--- src/rtl/bn_serial_alu_ctrl_pkg.sv ---
// Shared encodings for the bit-serial ALU sequencer: operation codes and FSM states.
package bn_serial_alu_ctrl_pkg;

  typedef enum logic [1:0] {
    OP_ADD  = 2'b00,
    OP_SUB  = 2'b01,
    OP_SLT  = 2'b10,
    OP_SLTU = 2'b11
  } alu_op_e;

  typedef enum logic [1:0] {
    S_IDLE = 2'b00,
    S_RUN  = 2'b01,
    S_DONE = 2'b10
  } state_e;

endpackage

--- src/rtl/bn_serial_alu_ctrl_if.sv ---
// Request/result bundle of the bit-serial ALU; master issues operations, slave executes them.
// Optional zero flag present when BN_ALU_ZERO_FLAG_EN is defined.
interface bn_serial_alu_ctrl_if #(
  parameter int unsigned N = 32
);
  logic         start;
  logic [1:0]   op;
  logic [N-1:0] a;
  logic [N-1:0] b;
  logic         busy;
  logic         done;
  logic [N-1:0] result;
  logic         carry_out;
  logic         overflow;
`ifdef BN_ALU_ZERO_FLAG_EN
  logic         zero;

  modport master (
    output start, op, a, b,
    input  busy, done, result, carry_out, overflow, zero
  );

  modport slave (
    input  start, op, a, b,
    output busy, done, result, carry_out, overflow, zero
  );
`else
  modport master (
    output start, op, a, b,
    input  busy, done, result, carry_out, overflow
  );

  modport slave (
    input  start, op, a, b,
    output busy, done, result, carry_out, overflow
  );
`endif
endinterface

--- src/rtl/bn_serial_alu_ctrl_b1_fa_slice.sv ---
// Single-bit full adder reused every cycle by the serial ALU.
module b1_fa_slice (
  input  logic x_i,
  input  logic y_i,
  input  logic cin_i,
  output logic s_o,
  output logic cout_o
);
  assign s_o    = x_i ^ y_i ^ cin_i;
  assign cout_o = (x_i & y_i) | (cin_i & (x_i ^ y_i));
endmodule

--- src/rtl/bn_serial_alu_ctrl.sv ---
// Bit-serial N-bit ADD/SUB/SLT/SLTU sequencer: one full-adder slice stepped LSB-first over N cycles.
// Optional zero flag enabled by defining BN_ALU_ZERO_FLAG_EN.
module bn_serial_alu_ctrl
  import bn_serial_alu_ctrl_pkg::*;
#(
  parameter int unsigned N = 32
) (
  input logic                clk,
  input logic                rst,
  bn_serial_alu_ctrl_if.slave bus
);
  localparam int unsigned CW = $clog2(N);

  state_e        state_q, state_d;
  alu_op_e       op_q, op_d;
  logic [N-1:0]  a_sh_q, a_sh_d;
  logic [N-1:0]  b_sh_q, b_sh_d;
  logic [N-1:0]  sum_sh_q, sum_sh_d;
  logic [CW-1:0] cnt_q, cnt_d;
  logic          carry_q, carry_d;
  logic [N-1:0]  result_q, result_d;
  logic          carry_out_q, carry_out_d;
  logic          overflow_q, overflow_d;
`ifdef BN_ALU_ZERO_FLAG_EN
  logic          zacc_q, zacc_d;
  logic          zero_q, zero_d;
`endif

  logic fa_x, fa_y, fa_cin, fa_s, fa_cout;
  logic ovf;

  // Subtraction reuses the adder as A + ~B + 1; the +1 enters through the initial carry.
  assign fa_x   = a_sh_q[0];
  assign fa_y   = b_sh_q[0] ^ (op_q != OP_ADD);
  assign fa_cin = carry_q;

  b1_fa_slice u_fa (
    .x_i    (fa_x),
    .y_i    (fa_y),
    .cin_i  (fa_cin),
    .s_o    (fa_s),
    .cout_o (fa_cout)
  );

  always_ff @(posedge clk or posedge rst) begin
    if (rst) begin
      state_q     <= S_IDLE;
      op_q        <= OP_ADD;
      a_sh_q      <= '0;
      b_sh_q      <= '0;
      sum_sh_q    <= '0;
      cnt_q       <= '0;
      carry_q     <= 1'b0;
      result_q    <= '0;
      carry_out_q <= 1'b0;
      overflow_q  <= 1'b0;
`ifdef BN_ALU_ZERO_FLAG_EN
      zacc_q      <= 1'b0;
      zero_q      <= 1'b0;
`endif
    end else begin
      state_q     <= state_d;
      op_q        <= op_d;
      a_sh_q      <= a_sh_d;
      b_sh_q      <= b_sh_d;
      sum_sh_q    <= sum_sh_d;
      cnt_q       <= cnt_d;
      carry_q     <= carry_d;
      result_q    <= result_d;
      carry_out_q <= carry_out_d;
      overflow_q  <= overflow_d;
`ifdef BN_ALU_ZERO_FLAG_EN
      zacc_q      <= zacc_d;
      zero_q      <= zero_d;
`endif
    end
  end

  always_comb begin
    state_d     = state_q;
    op_d        = op_q;
    a_sh_d      = a_sh_q;
    b_sh_d      = b_sh_q;
    sum_sh_d    = sum_sh_q;
    cnt_d       = cnt_q;
    carry_d     = carry_q;
    result_d    = result_q;
    carry_out_d = carry_out_q;
    overflow_d  = overflow_q;
    ovf         = 1'b0;
`ifdef BN_ALU_ZERO_FLAG_EN
    zacc_d      = zacc_q;
    zero_d      = zero_q;
`endif

    case (state_q)
      S_IDLE, S_DONE: begin
        if (bus.start) begin
          state_d = S_RUN;
          a_sh_d  = bus.a;
          b_sh_d  = bus.b;
          op_d    = alu_op_e'(bus.op);
          cnt_d   = '0;
          carry_d = (bus.op != OP_ADD);
`ifdef BN_ALU_ZERO_FLAG_EN
          zacc_d  = 1'b1;
`endif
        end else begin
          state_d = S_IDLE;
        end
      end

      S_RUN: begin
        sum_sh_d = {fa_s, sum_sh_q[N-1:1]};
        a_sh_d   = a_sh_q >> 1;
        b_sh_d   = b_sh_q >> 1;
        carry_d  = fa_cout;
`ifdef BN_ALU_ZERO_FLAG_EN
        zacc_d   = zacc_q & ~fa_s;
`endif
        if (cnt_q == CW'(N - 1)) begin
          state_d     = S_DONE;
          ovf         = fa_cin ^ fa_cout;
          carry_out_d = fa_cout;
          overflow_d  = ovf;
          // fa_s is the MSB of the final difference on this edge.
          case (op_q)
            OP_SLT: begin
              result_d    = '0;
              result_d[0] = fa_s ^ ovf;
            end
            OP_SLTU: begin
              result_d    = '0;
              result_d[0] = ~fa_cout;
            end
            default: result_d = sum_sh_d;
          endcase
`ifdef BN_ALU_ZERO_FLAG_EN
          zero_d = zacc_q & ~fa_s;
`endif
        end else begin
          cnt_d = cnt_q + 1'b1;
        end
      end

      default: state_d = S_IDLE;
    endcase
  end

  assign bus.busy      = (state_q == S_RUN);
  assign bus.done      = (state_q == S_DONE);
  assign bus.result    = result_q;
  assign bus.carry_out = carry_out_q;
  assign bus.overflow  = overflow_q;
`ifdef BN_ALU_ZERO_FLAG_EN
  assign bus.zero      = zero_q;
`endif

endmodule

--- src/flat_wrapper.sv ---
// flat-port wrapper written by rule: the top's interface ports become plain ports
module bn_serial_alu_ctrl_flat import bn_serial_alu_ctrl_pkg::*;
#(
  parameter int unsigned N = 32
)
  (clk, rst, bus_start, bus_op, bus_a, bus_b, bus_busy, bus_done, bus_result, bus_carry_out, bus_overflow);
  bn_serial_alu_ctrl_if #(.N(N)) bus_i ();
  input logic clk;
  input logic rst;
  input wire logic [$bits(bus_i.start)-1:0] bus_start;
  input wire logic [$bits(bus_i.op)-1:0] bus_op;
  input wire logic [$bits(bus_i.a)-1:0] bus_a;
  input wire logic [$bits(bus_i.b)-1:0] bus_b;
  output wire logic [$bits(bus_i.busy)-1:0] bus_busy;
  output wire logic [$bits(bus_i.done)-1:0] bus_done;
  output wire logic [$bits(bus_i.result)-1:0] bus_result;
  output wire logic [$bits(bus_i.carry_out)-1:0] bus_carry_out;
  output wire logic [$bits(bus_i.overflow)-1:0] bus_overflow;
  assign bus_i.start = bus_start;
  assign bus_i.op = bus_op;
  assign bus_i.a = bus_a;
  assign bus_i.b = bus_b;
  assign bus_busy = bus_i.busy;
  assign bus_done = bus_i.done;
  assign bus_result = bus_i.result;
  assign bus_carry_out = bus_i.carry_out;
  assign bus_overflow = bus_i.overflow;
  bn_serial_alu_ctrl #(.N(N)) u_core (.clk(clk), .rst(rst), .bus(bus_i));
endmodule
--- config.mk ---
export PLATFORM = sky130hd
export DESIGN_NAME = bn_serial_alu_ctrl_flat
export DESIGN_NICKNAME = d
export VERILOG_FILES = /design/src/rtl/bn_serial_alu_ctrl_pkg.sv /design/src/rtl/bn_serial_alu_ctrl_if.sv /design/src/rtl/bn_serial_alu_ctrl_b1_fa_slice.sv /design/src/rtl/bn_serial_alu_ctrl.sv /design/src/flat_wrapper.sv
export SDC_FILE = /design/constraint.sdc
export NUM_CORES = 1
export LEC_CHECK = 0
export CORE_MARGIN = 1
export CORE_UTILIZATION = 33
export DETAILED_ROUTE_END_ITERATION = 12
export GPL_TIMING_DRIVEN = 1
export HOLD_SLACK_MARGIN = 0.12
export MAX_ROUTING_LAYER = met4
export SKIP_CTS_REPAIR_TIMING = 1
export SYNTH_ARGS = -nofsm -noshare
export SYNTH_HDL_FRONTEND = slang
export SYNTH_HIERARCHICAL = 1
export SYNTH_SLANG_ARGS = --single-unit
--- constraint.sdc ---
create_clock -name clk -period 4.6 [get_ports clk]
set_input_delay 0.46 -clock clk [delete_from_list [all_inputs] [get_ports clk]]
set_output_delay 0.46 -clock clk [all_outputs]
set_load 0.05 [all_outputs]
After elaboration in Yosys (flattened, before gate mapping)
Cells that the tools add are included.
{"block": "totals", "ff_bits": 140, "inputBits": 69, "word_cells": 50}
{"block": "classes", "add_sub_neg": 1, "n_eq_ne": 8, "mux": 13, "bitwise_logic": 9, "reduce_logical": 9}
{"operator": "$pmux W32 S2", "count": 3}
{"operator": "$mux W32", "count": 2}
{"operator": "$mux W5", "count": 2}
{"operator": "$pmux W5 S2", "count": 1}
{"operator": "$eq A2 B2 Y1 const B", "count": 3}
{"operator": "$reduce_and A2 Y1", "count": 3}
{"operator": "$reduce_bool A2 Y1", "count": 3}
{"operator": "$add A5 B1 Y5 const B", "count": 1}
{"operator": "$eq A5 B5 Y1 const B", "count": 1}
{"operator": "$xor A1 B1 Y1", "count": 5}
{"operator": "$ne A2 B2 Y1 const B", "count": 2}
{"operator": "$pmux W2 S2", "count": 1}
{"operator": "$reduce_and A3 Y1", "count": 1}
{"operator": "$and A1 B1 Y1", "count": 2}
{"operator": "$eq A2 B1 Y1 const B", "count": 1}
{"operator": "$logic_not A2 Y1", "count": 1}
{"operator": "$mux W1", "count": 2}
{"operator": "$mux W2", "count": 1}
{"operator": "$ne A2 B1 Y1 const B", "count": 1}
{"operator": "$pmux W1 S2", "count": 1}
{"operator": "$reduce_or A2 Y1", "count": 1}
{"operator": "$not A1 Y1", "count": 1}
{"operator": "$or A1 B1 Y1", "count": 1}

Logic depth before layout (Yosys ltp)
Gate-level depths: netlist of the first run.
{"block": "depth", "word_depth": 8, "depth_mapped": 8, "ltp_nobuf": 7}

Cells and area by module
The synthesis of the first run kept the hierarchy.
{"module": "bn_serial_alu_ctrl", "instances": 1, "cells_per_inst": 675, "area_each_um2": 5920.7, "seq_area_each_um2": 3478.3}
{"module": "b1_fa_slice", "instances": 1, "cells_per_inst": 1, "area_each_um2": 20.0, "seq_area_each_um2": 0.0}

Worst setup path before layout of the first run
No wires, ideal clock.
{"block": "synth_timing", "path_type": "flip-flop to flip-flop", "start": "register u_core.op_q[1]", "end": "register u_core.result_q[0] (netlist: u_core/bus.result[0])", "setup_time_ns": 0.069, "t_arrival_ns": 2.081, "required_ns": 4.531, "slack_ns": 2.449, "path_stages_with_launch": 8, "period_less_slack_ns": 2.151, "cell_sequence": "dfrtp_1 > clkbuf_1 > nor2_1 > xnor2_1 > fa_1 > xor2_1 > or4_1 > nand3_1"}
{"block": "synth_via", "word_cells_on_any_way": 13}
{"item": "start, declared", "line": "bn_serial_alu_ctrl.sv:15", "rtl": "alu_op_e op_q, op_d;"}
{"item": "start signal, assigned", "line": "bn_serial_alu_ctrl.sv:63", "rtl": "op_q <= op_d;"}
{"item": "$reduce_bool A2 Y1", "line": "bn_serial_alu_ctrl.sv:34", "rtl": "assign fa_y = b_sh_q[0] ^ (op_q != OP_ADD);"}
{"item": "$xor A1 B1 Y1", "line": "bn_serial_alu_ctrl.sv:34"}
{"item": "via u_core.fa_y", "line": "bn_serial_alu_ctrl.sv:29", "rtl": "logic fa_x, fa_y, fa_cin, fa_s, fa_cout;"}
{"item": "$xor A1 B1 Y1 (2 in series)", "line": "bn_serial_alu_ctrl_b1_fa_slice.sv:9", "rtl": "assign s_o = x_i ^ y_i ^ cin_i;"}
{"item": "via u_core.fa_s", "line": "bn_serial_alu_ctrl.sv:29"}
{"item": "$xor A1 B1 Y1", "line": "bn_serial_alu_ctrl.sv:130", "rtl": "result_d[0] = fa_s ^ ovf;"}
{"item": "$pmux W32 S2", "line": "bn_serial_alu_ctrl.sv:127", "rtl": "case (op_q)"}
{"item": "end signal, assigned", "line": "bn_serial_alu_ctrl.sv:69", "rtl": "result_q <= result_d;"}
{"item": "end, declared", "line": "bn_serial_alu_ctrl.sv:21", "rtl": "logic [N-1:0] result_q, result_d;"}
The timed path passes the listed nets, and every way through them passes these cells.
A chain may end at the register's enable or synchronous reset.

Final worst setup path of the first run
{"block": "layout_timing", "start": "register u_core.state_q[0]", "end": "output bus_busy"}
{"block": "layout_via", "elab_chain_len": 1}
{"item": "start, declared", "line": "bn_serial_alu_ctrl.sv:14", "rtl": "state_e state_q, state_d;"}
{"item": "start signal, assigned", "line": "bn_serial_alu_ctrl.sv:62", "rtl": "state_q <= state_d;"}
{"item": "$eq A2 B1 Y1", "line": "bn_serial_alu_ctrl.sv:150", "rtl": "assign bus.busy = (state_q == S_RUN);"}
{"item": "end, declared", "line": "flat_wrapper.sv:14", "rtl": "output wire logic [$bits(bus_i.busy)-1:0] bus_busy;"}
Every way passes these cells.

==> impl_metrics.xml, run 1 <==
<?xml version="1.0" encoding="UTF-8"?>
<metrics>
  <group name="global_routing">
    <metric name="first_global_vias" unit="">4588</metric>
    <metric name="initial_antenna_violation_count" unit="">0</metric>
    <metric name="grt_pass1_wl" unit="µm">22100</metric>
    <metric name="grt_overflow_total" unit="">0</metric>
    <metric name="grt_max_degree" unit="">108</metric>
    <metric name="groute.usage.overall" unit="%">15.8</metric>
  </group>
  <group name="detailed_routing">
    <metric name="drt.antenna.violating_nets" unit="">0</metric>
    <metric name="post_dr_vias_cell" unit="">4.69</metric>
    <metric name="wirelength" unit="µm">12700</metric>
    <metric name="num_vias" unit="">4680</metric>
    <metric name="post_drt_wl_per_cell" unit="µm">12.7</metric>
    <metric name="drc_markers" unit="">0</metric>
    <metric name="drt_initial_violations" unit="">273</metric>
    <metric name="detail_route.first_pass.iterations" unit="">4</metric>
  </group>
  <group name="timing">
    <metric name="report.final.setup_viol" unit="">0</metric>
    <metric name="finalSetupTns" unit="ps">0</metric>
    <metric name="fin_worst_skew" unit="ps">6.91</metric>
    <metric name="worst_pin_slew" unit="ps">956</metric>
    <metric name="finalHoldViolCount" unit="">0</metric>
    <metric name="drv_slew" unit="">0</metric>
    <metric name="max_slew_margin_vs_limit" unit="%">36.3</metric>
    <metric name="max_freq" unit="MHz">359</metric>
    <metric name="rsz0062_at_grt" unit="">no</metric>
    <metric name="layout_min_cycle_time" unit="ps">2790</metric>
    <metric name="period_share" unit="%">60.6</metric>
  </group>
  <group name="power_and_ir_drop">
    <metric name="total_leakage_power" unit="nW">3.50</metric>
    <metric name="power_frac_comb" unit="%">35.2</metric>
    <metric name="power.density" unit="mW/mm²">698</metric>
    <metric name="power.total" unit="mW">5.42</metric>
    <metric name="switching_share" unit="%">37.5</metric>
    <metric name="pwr-share-clk" unit="%">27.3</metric>
    <metric name="total_switching_power" unit="mW">2.03</metric>
    <metric name="worst_ir_drop_vdd" unit="mV">0.334</metric>
    <metric name="sequentialPowerShare" unit="%">37.5</metric>
    <metric name="internal_power" unit="mW">3.39</metric>
  </group>
  <group name="synth">
    <metric name="post_synthesis_sequential_area_ratio" unit="%">58.6</metric>
    <metric name="area_fraction_in_compound_gates_after_synthesis" unit="%">10.5</metric>
    <metric name="yosys.area_share.simple" unit="%">25.6</metric>
    <metric name="synth-xor-area-share" unit="%">0.590</metric>
    <metric name="multiplexer_fraction_of_the_synthesized_cell_area" unit="%">0.168</metric>
    <metric name="synth-warning-count" unit="">6</metric>
    <metric name="synth_area" unit="mm²">0.00594</metric>
    <metric name="synthesis.nets" unit="">748</metric>
    <metric name="synth.ff_latch_count" unit="">139</metric>
    <metric name="syn_inst" unit="">676</metric>
    <metric name="main_combinational_cell_family_by_area_after_synthesis" unit="">simple AND/OR/NAND/NOR gates</metric>
    <metric name="synthAdderAreaFrac" unit="%">0.758</metric>
    <metric name="synth_cell_types" unit="">30</metric>
    <metric name="post_synth.cell_area_avg" unit="µm²">8.79</metric>
  </group>
  <group name="cts">
    <metric name="cts-root-buf" unit="">sky130_fd_sc_hd__clkbuf_16</metric>
    <metric name="h-tree-depth" unit="">4</metric>
    <metric name="tritoncts" unit="">built</metric>
    <metric name="worst_skew_pair.late_latency" unit="ps">410</metric>
    <metric name="cts_inserted_buffers" unit="">17</metric>
    <metric name="clkSinkCount" unit="">139</metric>
    <metric name="worst_setup_hold_path_clk_slew" unit="ps">60</metric>
    <metric name="clock_path_buffers" unit="">2</metric>
  </group>
  <group name="setup_path">
    <metric name="critical_path.endpoint_type" unit="">primary output</metric>
    <metric name="timing.critical_path.from_type" unit="">flip-flop</metric>
    <metric name="cp_max_fanout" unit="">58</metric>
    <metric name="worstPathRequired" unit="ps">4140</metric>
    <metric name="path_class" unit="">reg -&gt; out</metric>
    <metric name="worst-endpoint-arrival" unit="ps">2330</metric>
  </group>
  <group name="floorplanning">
    <metric name="io_pins" unit="">105</metric>
    <metric name="die_area" unit="mm²">0.0185</metric>
    <metric name="die_x" unit="µm">136</metric>
    <metric name="core.rowCount" unit="">48</metric>
    <metric name="die_height" unit="µm">136</metric>
    <metric name="core_region" unit="mm²">0.0174</metric>
    <metric name="start_util" unit="%">34.1</metric>
  </group>
  <group name="cells_and_area">
    <metric name="mostFrequentLayoutCell" unit="">sky130_fd_sc_hd__nand2_1</metric>
    <metric name="drive_gt1_share" unit="%">5.44</metric>
    <metric name="num_antenna_cells" unit="">0</metric>
    <metric name="layout_area_growth_over_synthesis" unit="%">30.7</metric>
    <metric name="final_nets" unit="">831</metric>
    <metric name="final_cell_mix" unit="">262 x sky130_fd_sc_hd__nand2_1, 139 x sky130_fd_sc_hd__dfrtp_1, 104 x sky130_fd_sc_hd__clkdlybuf4s50_1</metric>
  </group>
  <group name="place">
    <metric name="globalplace.congestion" unit="">0.746</metric>
    <metric name="port_buffers" unit="">104</metric>
    <metric name="dp.final_hpwl" unit="µm">7980</metric>
  </group>
  <group name="run_status">
    <metric name="outcome" unit="">finished, final reports clean</metric>
  </group>
  <group name="run">
    <metric name="max_cap_viol_count" unit="">0</metric>
  </group>
  <group name="hold_path">
    <metric name="worst_hold_path_type" unit="">reg -&gt; reg</metric>
  </group>
</metrics>
==> worst max-delay path, cell delays in order, from the launching register on <==
cell and delay (ps):
sky130_fd_sc_hd__dfrtp_1 480, sky130_fd_sc_hd__nand2b_4 390, sky130_fd_sc_hd__inv_1 210, sky130_fd_sc_hd__clkdlybuf4s50_1 820
==> cell families (layout without fill, tap and decap cells) <==
kind of cell | count (synthesis) | in the layout
AO/OA/AOI/OAI | 106 | 106
flip-flops | 139 | 139
adder cells (fa/ha/maj) | 3 | 3
multiplexers | 1 | 1
XOR/XNOR | 4 | 4
AND/OR/NAND/NOR | 372 | 372
buffers and inverters | 51 | 147
==> state kept, by name, summed over array words and instances, names as in the netlist <==
register and cells:
u_core/bus.result 32, u_core/cnt_q 5, u_core/op_q 2, u_core/carry_q 1, u_core/state_q 2, u_core/a_sh_q 32
u_core/bus.overflow 1, u_core/b_sh_q 32, u_core/sum_sh_q 31, u_core/bus.carry_out 1
==> power groups by stage <==
stage                     Sequential [mW]  Clock [mW]  Combinational (mW)
after detailed placement             2.05           0                1.93
after floorplan                      2.21           0                1.27
after global placement               2.05           0                1.89
final                                2.03        1.48                1.91
after global routing                 2.11        1.58                2.18
after CTS                            2.04        1.52                1.94
==> per-layer routing <==
| layer | GRT usage (%) | part of all wire (%) |
|---|---|---|
| met1 | 20.1 | 49 |
| met4 | 4.63 | 0.79 |
| met2 | 23.5 | 44 |
| met3 | 5.44 | 5.9 |
| met5 | - | 0 |
==> metrics by stage <==
step	std cells	util [%]	cell area (µm²)	setup slack, ps	hold slack [ps]
after floorplan	676	-	5940	415	438
after global placement	965	40.9	7120	2050	455
after detailed placement	965	40.9	7120	2020	458
after CTS	997	44.6	7760	1760	472
after global routing	997	44.6	7760	1640	504
final	997	44.6	7760	1810	470
==> cell usage after synthesis, drive strengths merged <==
master | count | area [µm²]
nand2 | 262 | 983
clkbuf | 17 | 63.8
xnor2 | 3 | 26.3
o21ai | 38 | 190
dfrtp | 139 | 3480
or4b | 1 | 10.0
xor2 | 1 | 8.76
nor4bb | 1 | 10.0
mux2i | 1 | 10.0
a22o | 2 | 17.5
a21oi | 1 | 5.00
and2b | 2 | 15.0
and3 | 1 | 6.26
nor2b | 1 | 6.26
inv | 5 | 18.8
nor3b | 1 | 7.51
buf | 29 | 144
nand3 | 2 | 10.0
nand2b | 33 | 206
nor2 | 65 | 244
o31ai | 1 | 7.51
o2111ai | 1 | 8.76
ha | 2 | 25.0
or4 | 2 | 15.0
fa | 1 | 20.0
a31oi | 62 | 388
o211ai | 1 | 7.51
nand3b | 1 | 7.51
==> worst paths after layout <==
kind	start	to	slack, ps	cells after the start
max	u_core/state_q[0]$_DFFE_PP0P_	bus_busy	1810	3
min	u_core/sum_sh_q[1]$_DFFE_PP0P_	u_core/sum_sh_q[1]$_DFFE_PP0P_	470	2
max reg2reg	u_core/op_q[1]$_DFFE_PP0P_	u_core/bus.result[0]$_DFFE_PP0P_	2030	6
min reg2reg	u_core/sum_sh_q[1]$_DFFE_PP0P_	u_core/sum_sh_q[1]$_DFFE_PP0P_	470	2
max in group asynchronous	rst	u_core/bus.result[13]$_DFFE_PP0P_	2950	3
min in group asynchronous	rst	u_core/a_sh_q[16]$_DFFE_PP0P_	650	2
==> layout make-up <==
class | instances | area [µm²]
clock buffers | 22 | 484
clock inverters | 10 | 163
fillers | 1739 | 9650
inverters | 5 | 23.8
multi-input cells | 486 | 2250
flip-flops and latches | 139 | 3480
well taps | 225 | 282
repair buffers | 110 | 1090
Power figures use the tool's default switching activity.
==> run 2, diff against run 1 <==
==> constraint.sdc (replaced) <==
create_clock -name clk -period 2.9 [get_ports clk]
set_input_delay 0.29 -clock clk [delete_from_list [all_inputs] [get_ports clk]]
set_output_delay 0.29 -clock clk [all_outputs]
set_load 0.05 [all_outputs]
==> impl_metrics.xml, run 2 (synthesis gave the netlist of run 1 again) <==
<?xml version="1.0" encoding="UTF-8"?>
<metrics>
  <group name="run_status">
    <metric name="outcome" unit="">finished, final reports clean</metric>
  </group>
  <group name="floorplanning">
    <metric name="core.rowCount" unit="">48</metric>
    <metric name="start_util" unit="%">34.1</metric>
    <metric name="die_height" unit="µm">136</metric>
    <metric name="die_x" unit="µm">136</metric>
    <metric name="core_region" unit="mm²">0.0174</metric>
    <metric name="io_pins" unit="">105</metric>
    <metric name="die_area" unit="mm²">0.0185</metric>
  </group>
  <group name="setup_path">
    <metric name="critical_path.endpoint_type" unit="">primary output</metric>
    <metric name="timing.critical_path.from_type" unit="">flip-flop</metric>
    <metric name="path_class" unit="">reg -&gt; out</metric>
    <metric name="worst_r2r_path_depth" unit="">7</metric>
    <metric name="cp_max_fanout" unit="">8</metric>
    <metric name="worstReg2RegEnd" unit="">u_core/bus.result[25]$_DFFE_PP0P_</metric>
    <metric name="r2r_slack" unit="ps">850</metric>
    <metric name="worstPathRequired" unit="ps">2610</metric>
    <metric name="worst-endpoint-arrival" unit="ps">1900</metric>
    <metric name="worstReg2RegStart" unit="">u_core/cnt_q[0]$_DFFE_PP0P_</metric>
  </group>
  <group name="hold_path">
    <metric name="timing.hold.worst_path_depth" unit="">3</metric>
    <metric name="min_to" unit="">u_core/b_sh_q[9]$_DFFE_PP0P_</metric>
    <metric name="hold_start" unit="">bus_b[9]</metric>
    <metric name="worst_hold_path_type" unit="">in -&gt; reg</metric>
  </group>
  <group name="detailed_routing">
    <metric name="post_drt_wl_per_cell" unit="µm">12.6</metric>
    <metric name="wirelength" unit="µm">12600</metric>
    <metric name="drt_initial_violations" unit="">284</metric>
    <metric name="drt.antenna.violating_nets" unit="">0</metric>
    <metric name="detail_route.first_pass.iterations" unit="">4</metric>
    <metric name="drc_markers" unit="">0</metric>
    <metric name="post_dr_vias_cell" unit="">4.71</metric>
    <metric name="num_vias" unit="">4707</metric>
  </group>
  <group name="place">
    <metric name="total_cell_area_at_the_placement_stage" unit="mm²">0.00719</metric>
    <metric name="port_buffers" unit="">104</metric>
    <metric name="dp.final_hpwl" unit="µm">7850</metric>
    <metric name="globalplace.congestion" unit="">0.789</metric>
  </group>
  <group name="global_routing">
    <metric name="grt_pass1_wl" unit="µm">21300</metric>
    <metric name="initial_antenna_violation_count" unit="">0</metric>
    <metric name="grt_overflow_total" unit="">0</metric>
    <metric name="grt_max_degree" unit="">140</metric>
    <metric name="first_global_vias" unit="">4544</metric>
    <metric name="groute.usage.overall" unit="%">15.2</metric>
  </group>
  <group name="power_and_ir_drop">
    <metric name="worst_ir_drop_vdd" unit="mV">0.603</metric>
    <metric name="power.total" unit="mW">8.61</metric>
    <metric name="power.density" unit="mW/mm²">1100</metric>
    <metric name="total_leakage_power" unit="nW">3.52</metric>
  </group>
  <group name="cells_and_area">
    <metric name="final_util" unit="%">44.9</metric>
    <metric name="num_antenna_cells" unit="">0</metric>
    <metric name="layout_area_growth_over_synthesis" unit="%">31.6</metric>
    <metric name="finalInstanceArea" unit="mm²">0.00782</metric>
    <metric name="final_cell_mix" unit="">262 x sky130_fd_sc_hd__nand2_1, 139 x sky130_fd_sc_hd__dfrtp_1, 103 x sky130_fd_sc_hd__clkdlybuf4s50_1</metric>
    <metric name="final_nets" unit="">835</metric>
    <metric name="mostFrequentLayoutCell" unit="">sky130_fd_sc_hd__nand2_1</metric>
    <metric name="drive_gt1_share" unit="%">5.68</metric>
  </group>
  <group name="cts">
    <metric name="cts-root-buf" unit="">sky130_fd_sc_hd__clkbuf_16</metric>
    <metric name="worst_setup_hold_path_clk_slew" unit="ps">60</metric>
    <metric name="clock_path_buffers" unit="">2</metric>
    <metric name="tritoncts" unit="">built</metric>
    <metric name="worst_skew_pair.late_latency" unit="ps">410</metric>
    <metric name="h-tree-depth" unit="">4</metric>
    <metric name="clkSinkCount" unit="">139</metric>
    <metric name="cts_inserted_buffers" unit="">17</metric>
  </group>
  <group name="run">
    <metric name="max_cap_viol_count" unit="">0</metric>
  </group>
  <group name="timing">
    <metric name="worst_pin_slew" unit="ps">727</metric>
    <metric name="finalHoldViolCount" unit="">0</metric>
    <metric name="drv_slew" unit="">0</metric>
    <metric name="max_freq" unit="MHz">456</metric>
    <metric name="rsz0062_at_grt" unit="">no</metric>
    <metric name="fin_worst_skew" unit="ps">6.42</metric>
    <metric name="max_slew_margin_vs_limit" unit="%">51.5</metric>
    <metric name="report.final.setup_viol" unit="">0</metric>
    <metric name="fin_worst_hold_slack" unit="ps">434</metric>
    <metric name="finalSetupTns" unit="ps">0</metric>
    <metric name="layout_min_cycle_time" unit="ps">2190</metric>
    <metric name="period_share" unit="%">75.6</metric>
  </group>
</metrics>
run 2: changes by cell type in the layout (fill, tap and decap cells not counted), sizes merged:
cell           before  now
buf                 6   11
clkbuf             22   23
clkdlybuf4s50     104  103
clkinv              4    2
inv                 5    4
run 2: how the worst max path moves through the flow:
stage,start,endpoint,slack (ps),depth (start not counted)
6_report,u_core/state_q[0]$_DFFE_PP0P_,bus_done,710,2
5_1_grt,u_core/state_q[0]$_DFFE_PP0P_,bus_done,640,2
4_1_cts,u_core/state_q[0]$_DFFE_PP0P_,bus_done,670,2
3_5_place_dp,u_core/cnt_q[0]$_DFFE_PP0P_,u_core/bus.result[25]$_DFFE_PP0P_,840,7
3_3_place_gp,u_core/cnt_q[0]$_DFFE_PP0P_,u_core/bus.result[11]$_DFFE_PP0P_,910,7
2_1_floorplan,u_core/op_q[1]$_DFFE_PP0P_,u_core/bus.result[0]$_DFFE_PP0P_,750,7
run 2: cell type report:
class | instances | area (µm²)
clock buffer | 23 | 488
tap | 225 | 282
inverter | 5 | 22.5
clock inverter | 7 | 138
sequential | 139 | 3480
multi-input combinational | 486 | 2250
timing repair buffer | 114 | 1160
fill | 1695 | 9600
run 2: power breakdown:
group	internal [mW]	leakage, nW	switching [mW]	total [mW]
Combinational	1.20	1.52	1.95	3.14
Clock	1.52	0.305	0.775	2.29
Sequential	2.71	1.70	0.463	3.18
run 2: metrics by stage:
stage | cells | worst slack, ps
finish | 999 | 709
global route | 999 | 637
CTS | 999 | 674
detailed placement | 969 | 839
global placement | 969 | 911
floorplan | 676 | 749
run 2: layer usage:
layer / vias to the layer above / share of wire [%] / GRT usage [%]
met5: - / 0 / -
met2: 111 / 43 / 22.0
li1: 2370 / - / -
met1: 2208 / 51 / 19.9
met4: 0 / 1.5 / 5.19
met3: 18 / 5.0 / 4.88
run 2: worst max-delay path: stages (launching register included):
cell and delay, ps:
sky130_fd_sc_hd__dfrtp_1 460, sky130_fd_sc_hd__and2b_1 230, sky130_fd_sc_hd__clkdlybuf4s50_1 790
==> run 3, diff against run 2 <==
==> constraint.sdc (replaced) <==
create_clock -name clk -period 1.8 [get_ports clk]
set_input_delay 0.18 -clock clk [delete_from_list [all_inputs] [get_ports clk]]
set_output_delay 0.18 -clock clk [all_outputs]
set_load 0.05 [all_outputs]
==> impl_metrics.xml, run 3 (synthesis gave the netlist of run 1 again) <==
<?xml version="1.0" encoding="UTF-8"?>
<metrics>
  <group name="run_status">
    <metric name="outcome" unit="">complete, but fails checks</metric>
    <metric name="failing_checks" unit="">setup timing</metric>
  </group>
  <group name="cells_and_area">
    <metric name="layout_area_growth_over_synthesis" unit="%">37.2</metric>
    <metric name="num_antenna_cells" unit="">0</metric>
    <metric name="drive_gt1_share" unit="%">8.61</metric>
    <metric name="mostFrequentLayoutCell" unit="">sky130_fd_sc_hd__nand2_1</metric>
    <metric name="layoutNonFillerInstCount" unit="">1015</metric>
    <metric name="final_util" unit="%">46.8</metric>
    <metric name="final_cell_mix" unit="">262 x sky130_fd_sc_hd__nand2_1, 139 x sky130_fd_sc_hd__dfrtp_1, 85 x sky130_fd_sc_hd__clkdlybuf4s50_1</metric>
    <metric name="final_nets" unit="">850</metric>
  </group>
  <group name="global_routing">
    <metric name="grt_max_degree" unit="">106</metric>
    <metric name="gr-max-usage-layer" unit="">met2</metric>
    <metric name="grt_overflow_total" unit="">0</metric>
    <metric name="initial_antenna_violation_count" unit="">0</metric>
    <metric name="groute.layer.met1.usage" unit="%">20.9</metric>
    <metric name="groute.usage.overall" unit="%">16.0</metric>
    <metric name="use_met2" unit="%">23.8</metric>
    <metric name="globalRouteMet3Util" unit="%">4.77</metric>
    <metric name="grt_pass1_wl" unit="µm">22700</metric>
    <metric name="first_global_vias" unit="">4607</metric>
  </group>
  <group name="cts">
    <metric name="clkSinkCount" unit="">139</metric>
    <metric name="cts_inserted_buffers" unit="">17</metric>
    <metric name="cts-root-buf" unit="">sky130_fd_sc_hd__clkbuf_16</metric>
    <metric name="tritoncts" unit="">built</metric>
    <metric name="clock_path_buffers" unit="">2</metric>
    <metric name="worst_skew_pair.late_latency" unit="ps">410</metric>
    <metric name="h-tree-depth" unit="">4</metric>
    <metric name="worst_setup_hold_path_clk_slew" unit="ps">60</metric>
  </group>
  <group name="setup_path">
    <metric name="worst-endpoint-arrival" unit="ps">2200</metric>
    <metric name="worstPathRequired" unit="ps">2140</metric>
    <metric name="timing.critical_path.from_type" unit="">flip-flop</metric>
    <metric name="cp_max_fanout" unit="">2</metric>
    <metric name="critPathSlowestCell" unit="">sky130_fd_sc_hd__fa_1</metric>
    <metric name="critical_path.cell_chain" unit="">nor2_4 &gt; xnor2_2 &gt; fa_1 &gt; xor2_1 &gt; or4_1 &gt; nand3_1</metric>
    <metric name="path_class" unit="">reg -&gt; reg</metric>
    <metric name="crit_family" unit="">simple AND/OR/NAND/NOR gates</metric>
    <metric name="r2r_slack" unit="ps">-60</metric>
    <metric name="critical_path.endpoint_type" unit="">flip-flop</metric>
    <metric name="critPathBufInv" unit="">0</metric>
    <metric name="max_stage_delay" unit="ps">470</metric>
  </group>
  <group name="timing">
    <metric name="report.final.setup_viol" unit="">1</metric>
    <metric name="finalHoldViolCount" unit="">0</metric>
    <metric name="max_freq" unit="MHz">536</metric>
    <metric name="finalSetupTns" unit="ps">-64.1</metric>
    <metric name="worst_slack" unit="ps">-64.1</metric>
    <metric name="layout_min_cycle_time" unit="ps">1860</metric>
    <metric name="worst_pin_slew" unit="ps">571</metric>
    <metric name="drv_slew" unit="">0</metric>
    <metric name="max_slew_margin_vs_limit" unit="%">61.8</metric>
    <metric name="period_share" unit="%">104</metric>
    <metric name="fin_worst_skew" unit="ps">7.52</metric>
    <metric name="rsz0062_at_grt" unit="">yes</metric>
  </group>
  <group name="power_and_ir_drop">
    <metric name="power.total" unit="mW">14.2</metric>
    <metric name="worst_ir_drop_vdd" unit="mV">0.972</metric>
    <metric name="total_leakage_power" unit="nW">3.95</metric>
    <metric name="power.density" unit="mW/mm²">1750</metric>
  </group>
  <group name="place">
    <metric name="port_buffers" unit="">104</metric>
    <metric name="dp.cells" unit="">979</metric>
    <metric name="dp.final_hpwl" unit="µm">8420</metric>
    <metric name="detailedPlace.worstSlack" unit="ps">-45.3</metric>
    <metric name="globalplace.congestion" unit="">0.730</metric>
  </group>
  <group name="detailed_routing">
    <metric name="drt.antenna.violating_nets" unit="">0</metric>
    <metric name="post_drt_wl_per_cell" unit="µm">13.4</metric>
    <metric name="drt_initial_violations" unit="">241</metric>
    <metric name="wirelength" unit="µm">13600</metric>
    <metric name="post_dr_vias_cell" unit="">4.69</metric>
    <metric name="num_vias" unit="">4764</metric>
    <metric name="drc_markers" unit="">0</metric>
    <metric name="detail_route.first_pass.iterations" unit="">4</metric>
  </group>
  <group name="floorplanning">
    <metric name="die_x" unit="µm">136</metric>
    <metric name="die_height" unit="µm">136</metric>
    <metric name="core_region" unit="mm²">0.0174</metric>
    <metric name="die_area" unit="mm²">0.0185</metric>
    <metric name="core.rowCount" unit="">48</metric>
    <metric name="start_util" unit="%">34.1</metric>
    <metric name="io_pins" unit="">105</metric>
  </group>
  <group name="hold_path">
    <metric name="worst_hold_path_type" unit="">in -&gt; async</metric>
  </group>
  <group name="run">
    <metric name="max_cap_viol_count" unit="">0</metric>
  </group>
</metrics>
==> run 3: power by group <==
group | switching, mW | total [mW] | leakage [nW] | internal [mW]
Sequential | 0.770 | 5.14 | 1.70 | 4.37
Combinational | 3.26 | 5.45 | 1.94 | 2.19
Clock | 1.24 | 3.65 | 0.307 | 2.41
==> run 3: path summary, 6_finish.rpt <==
kind                                                 from                               end  cells after the start
max in group asynchronous                             rst     u_core/a_sh_q[11]$_DFFE_PP0P_                      3
max                            u_core/op_q[0]$_DFFE_PP0P_  u_core/bus.result[0]$_DFFE_PP0P_                      6
min                                                   rst   u_core/sum_sh_q[27]$_DFFE_PP0P_                      2
min in group clk                                bus_b[26]     u_core/b_sh_q[26]$_DFFE_PP0P_                      3
max reg2reg                    u_core/op_q[0]$_DFFE_PP0P_  u_core/bus.result[0]$_DFFE_PP0P_                      6
min reg2reg                u_core/sum_sh_q[1]$_DFFE_PP0P_    u_core/sum_sh_q[1]$_DFFE_PP0P_                      2
==> run 3: through the flow <==
step | instance area (µm²) | hold slack, ps
2_1_floorplan | 5970 | 285
3_3_place_gp | 7400 | 459
3_5_place_dp | 7400 | 459
4_1_cts | 8020 | 182
5_1_grt | 8150 | 201
6_report | 8150 | 187
==> run 3: worst register-to-register path, cell delays in order (launching register included) <==
cell,delay [ps]
sky130_fd_sc_hd__dfrtp_1,400
sky130_fd_sc_hd__nor2_4,130
sky130_fd_sc_hd__xnor2_2,130
sky130_fd_sc_hd__fa_1,470
sky130_fd_sc_hd__xor2_1,170
sky130_fd_sc_hd__or4_1,410
sky130_fd_sc_hd__nand3_1,80
==> run 3: final cells by class <==
type	count	area (µm²)
tap	225	282
clock inverter	8	140
multi-input combinational	486	2290
timing repair buffer	129	1460
inverter	5	22.5
fill	1678	9270
clock buffer	23	478
sequential	139	3480
==> run 3: layer usage <==
| metal | up-vias | wire [µm] |
|---|---|---|
| li1 | 2404 | - |
| met1 | 2250 | 6410 |
| met2 | 103 | 6400 |
| met3 | 7 | 663 |
| met4 | 0 | 82 |
| met5 | - | 0 |
==> RTL change 1 (flow settings as in run 2) <==
`N` is set to 32 in 3 places; all go to 64.
--- a/src/rtl/bn_serial_alu_ctrl_if.sv
+++ b/src/rtl/bn_serial_alu_ctrl_if.sv
@@ -3,3 +3,3 @@
 interface bn_serial_alu_ctrl_if #(
-  parameter int unsigned N = 32
+  parameter int unsigned N = 64
 );
--- a/src/rtl/bn_serial_alu_ctrl.sv
+++ b/src/rtl/bn_serial_alu_ctrl.sv
@@ -5,3 +5,3 @@
 #(
-  parameter int unsigned N = 32
+  parameter int unsigned N = 64
 ) (
--- a/src/flat_wrapper.sv
+++ b/src/flat_wrapper.sv
@@ -3,3 +3,3 @@
 #(
-  parameter int unsigned N = 32
+  parameter int unsigned N = 64
 )
Ports: changed (resized bus_a, bus_b and bus_result); port bits go from 105 to 201. No check against the original RTL was run, so the function may have changed too.
==> RTL change 1 against run 2 <==
Sequential cell count increased by 129. Setup slack got worse by 110 ps. Routed wire length rose by 110%. Area after synthesis grew 91%. Cell area up 89%. Die area increased by 90%. Via count is 94% higher. Power is 57% higher. Hold slack got worse by 230 ps. Critical path type unchanged.
==> RTL change 1: results (changes against run 2) <==
Peak VDD IR=0.547 mV (-9.3%); CP Max Fanout=4 (-4); dpl cell area=13800 sq um (+91%); antenna violations before repair=2 (+2); period utilization=79.4% (+3.8 points); # H-tree levels=1 (-3); Nets=1597 (+91%); clk_lat worst skew=560 ps (+150 ps); number of port buffers=200 (+92%); all-layer global routing usage=15.7% (+0.54 points); final wirelength=26.3 mm (+110%); Avg WL per Cell=13.6 um (+7.4%); worst r2r src=u_core/op_q[0]; Post-Syn Nets=1441 (+93%); 1st-iter DRT viols=556 (+96%); Net Sw Power=4.75 mW (+49%); largest net degree at the start of global routing=204 (+46%); WL met2=11.6 mm (+110%); Mean Syn Cell Area=8.70 sq um (-0.97%); Synth area leaders=dfrtp_1, nand2_1, a31oi_1; outcome=completed; mux contribution to synthesized area=0% (-0.17 points); filler cell count=3331 (+97%); FF-to-FF End=u_core/bus.result[0]; Seq/Total Area, Yosys=59.0% (+0.45 points); TritonCTS buffer count=30 (+13); Worst Max-Slew Pin Slew=1120 ps (+392 ps); Max Root-Sink Buffers=3 (+1); top cells by count, synth=nand2_1, dfrtp_1, nor2_1; share of cells above drive strength 1=4.59% (-1.1 points); via count=9118 (+94%); first-pass GRT wire length=44.9 mm (+110%); GP Congestion=0.764 (-3.2%); dpl cells=1878 (+94%); Worst Path Arrival=2010 ps (+110 ps); hpwl dp=16.5 mm (+110%); skew final=14.6 ps (+8.21 ps); Place WS=829 ps (-9.54 ps); Met1 Routed Length=12.7 mm (+99%); DR pass1 iterations=5 (+1); Leak=6.91 nW (+96%)
==> RTL change 1: cell count changes after synthesis, sizes merged, moves of 30 or more <==
cell / before / now
nand2: 262 / 581
nand3b: 1 / 63
nand2b: 33 / 3
nor2: 65 / 130
clkbuf: 17 / 55
dfrtp: 139 / 268
o21ai: 38 / 6
a31oi: 62 / 127
==> RTL change 1: area by class of cell <==
type	instances	share of cell area [%]
inverters	6	0.187
multi-input cells	938	28.6
flip-flops and latches	268	45.5
diodes	3	0.0509
well taps	448	3.80
repair buffers	218	15.3
clock inverters	6	0.671
clock buffers	46	5.84
==> RTL change 1: cell families (layout without fill, tap and decap cells) <==
logic type	after synthesis	in the layout
adder cells (fa/ha/maj)	2	2
XOR/XNOR	4	4
flip-flops	268	268
AO/OA/AOI/OAI	139	139
other	0	3
AND/OR/NAND/NOR	793	793
buffers and inverters	100	276
==> RTL change 1: worst min path at each step <==
stage                     slack, ps                  start                     to  cells after the start
after detailed placement        460  u_core/bus.result[34]  u_core/bus.result[34]                      2
after floorplan                 400              bus_op[0]         u_core/op_q[0]                      2
after global placement          450  u_core/bus.result[12]  u_core/bus.result[12]                      2
after global routing            240                    rst   u_core/bus.result[6]                      2
final                           200                    rst   u_core/bus.result[6]                      2
after CTS                       200                    rst      u_core/a_sh_q[12]                      2
==> RTL change 1: per-stage QoR <==
stage | power [mW] | util, % | setup TNS (ps)
2_1_floorplan | 8.76 | - | -249100
3_3_place_gp | 9.81 | 40.9 | 0
3_5_place_dp | 9.94 | 40.9 | 0
4_1_cts | 13.7 | 43.7 | 0
5_1_grt | 14.6 | 43.7 | 0
6_report | 13.5 | 43.7 | 0
==> RTL change 1: worst max-delay path: stages, from the launching register on <==
cell	delay (ps)
dfrtp_1	480
nor2b_1	140
clkdlybuf4s50_1	840
==> RTL change 1: metal layers <==
metal / global-route usage, % / vias to the layer above
li1: - / 4542
met1: 22.2 / 4328
met2: 23.3 / 201
met3: 3.11 / 47
met4: 3.63 / 0
met5: - / -
==> RTL change 1: power groups by stage <==
stage	clock [mW]	combinational [mW]	sequential, mW
after floorplan	0	2.83	5.94
after global placement	0	4.07	5.74
after detailed placement	0	4.18	5.76
after CTS	3.82	4.18	5.72
after global routing	3.96	4.72	5.90
final	3.69	4.12	5.72
==> RTL change 2 (flow settings as in run 2) <==
Made on the original files. Take the reset off `a_sh_q`, `b_sh_q`, `sum_sh_q` and `result_q` and load them in a clocked block of their own.
--- a/src/rtl/bn_serial_alu_ctrl.sv
+++ b/src/rtl/bn_serial_alu_ctrl.sv
@@ -48,8 +48,4 @@
       op_q        <= OP_ADD;
-      a_sh_q      <= '0;
-      b_sh_q      <= '0;
-      sum_sh_q    <= '0;
       cnt_q       <= '0;
       carry_q     <= 1'b0;
-      result_q    <= '0;
       carry_out_q <= 1'b0;
@@ -63,8 +59,4 @@
       op_q        <= op_d;
-      a_sh_q      <= a_sh_d;
-      b_sh_q      <= b_sh_d;
-      sum_sh_q    <= sum_sh_d;
       cnt_q       <= cnt_d;
       carry_q     <= carry_d;
-      result_q    <= result_d;
       carry_out_q <= carry_out_d;
@@ -76,2 +68,9 @@
     end
+  end
+
+  always_ff @(posedge clk) begin
+    a_sh_q   <= a_sh_d;
+    b_sh_q   <= b_sh_d;
+    sum_sh_q <= sum_sh_d;
+    result_q <= result_d;
   end
Check against the original RTL: no difference found for any inputs over 10 cycles, from zero or initial values and one cycle with rst high; that may be too few to reach the edited logic, so the function may still have changed.
==> RTL change 2 against run 2 <==
Sequential cell count unchanged. Area after synthesis decreased by 8.4%. Final cell count decreased by 24%. First-iteration DRC count decreased by 24%. Maximum frequency increased by 1.6%. Clock skew about the same. Largest power group unchanged. Power decreased by 13%. Cell area decreased by 6.8%. Via count decreased by 30%. Sequential share of layout area increased by 12 points. Critical path depth increased by 2. Setup slack improved by 35 ps. Routed wire length decreased by 23%.
==> RTL change 2: results (changes against run 2) <==
outcome=completed; met1 usage=16.4% (-3.6 points); top cells by count, synth=nand2_1, edfxtp_1, nor2b_1; dpl cells=731 (-25%); P_comb=1.81 mW (-42%); Power Clock=2.01 mW (-12%); WL met2=4.39 mm (-19%); hpwl dp=6.47 mm (-18%); post-synthesis adder-cell area fraction=0.828% (+0.070 points); antenna violations before repair=1 (+1); post-synthesis compound-gate area fraction=1.63% (-8.9 points); Worst Max-Slew Pin Slew=596 ps (-131 ps); CP Max Fanout=34 (+26); number of synthesized flops with an enable pin=127 (+127); switch share=29.8% (-7.2 points); Seq/Total Area, Yosys=75.6% (+17 points); mux contribution to synthesized area=0.621% (+0.45 points); power density cells=1030 nW/um^2 (-6.1%); GP Congestion=0.736 (-6.7%); largest net degree at the start of global routing=63 (-55%); Mean Syn Cell Area=12.8 sq um (+46%); Nets=606 (-27%); Leak=2.91 nW (-17%); GR Util met3=4.93% (+0.042 points); CP peak stage delay=380 ps (-410 ps); Worst Hold Class=primary input to async pin; Post-Syn Nets=496 (-34%); Worst Path Arrival=1870 ps (-30 ps); Met1 Routed Length=4.59 mm (-28%); Synth area leaders=edfxtp_1, nand2_1, dfrtp_1; Max stage delay cell, worst path=dfrtp_1; first-pass GRT wire length=15.8 mm (-26%); Peak VDD IR=0.473 mV (-22%); 1st-iter DRT viols=215 (-24%); Place WS=841 ps (+2.39 ps); vias per std cell=4.33 (-8.1%); all-layer global routing usage=12.9% (-2.3 points); xor/xnor share of the synthesized area=0.483% (-0.11 points)
## RTL change 2: path summary, 6_finish.rpt
check                                      endpoint  depth (start not counted)  slack (ps)                start
min in group clk                u_core/sum_sh_q[24]                          0         440  u_core/sum_sh_q[25]
worst min-delay path                u_core/cnt_q[4]                          2         180                  rst
worst max register to register      u_core/cnt_q[3]                          6         850      u_core/cnt_q[0]
worst min register to register  u_core/sum_sh_q[24]                          0         440  u_core/sum_sh_q[25]
worst max-delay path                       bus_busy                          4         740    u_core/state_q[1]
max in group asynchronous            u_core/op_q[1]                          2        2400                  rst
## RTL change 2: cell type report
type	instances	area share (%)
antenna	1	0.0344
clock buffer	18	5.89
clock inverter	14	1.68
inverter	7	0.378
multi-input combinational	258	16.5
sequential	139	56.5
tap	216	3.71
timing repair buffer	111	15.3
## RTL change 2: through the flow
step | instance area (sq um) | hold slack, ps
after floorplan | 5440 | 155
after CTS | 7280 | 192
after detailed placement | 6730 | 427
after global routing | 7280 | 226
after global placement | 6730 | 426
final | 7280 | 183
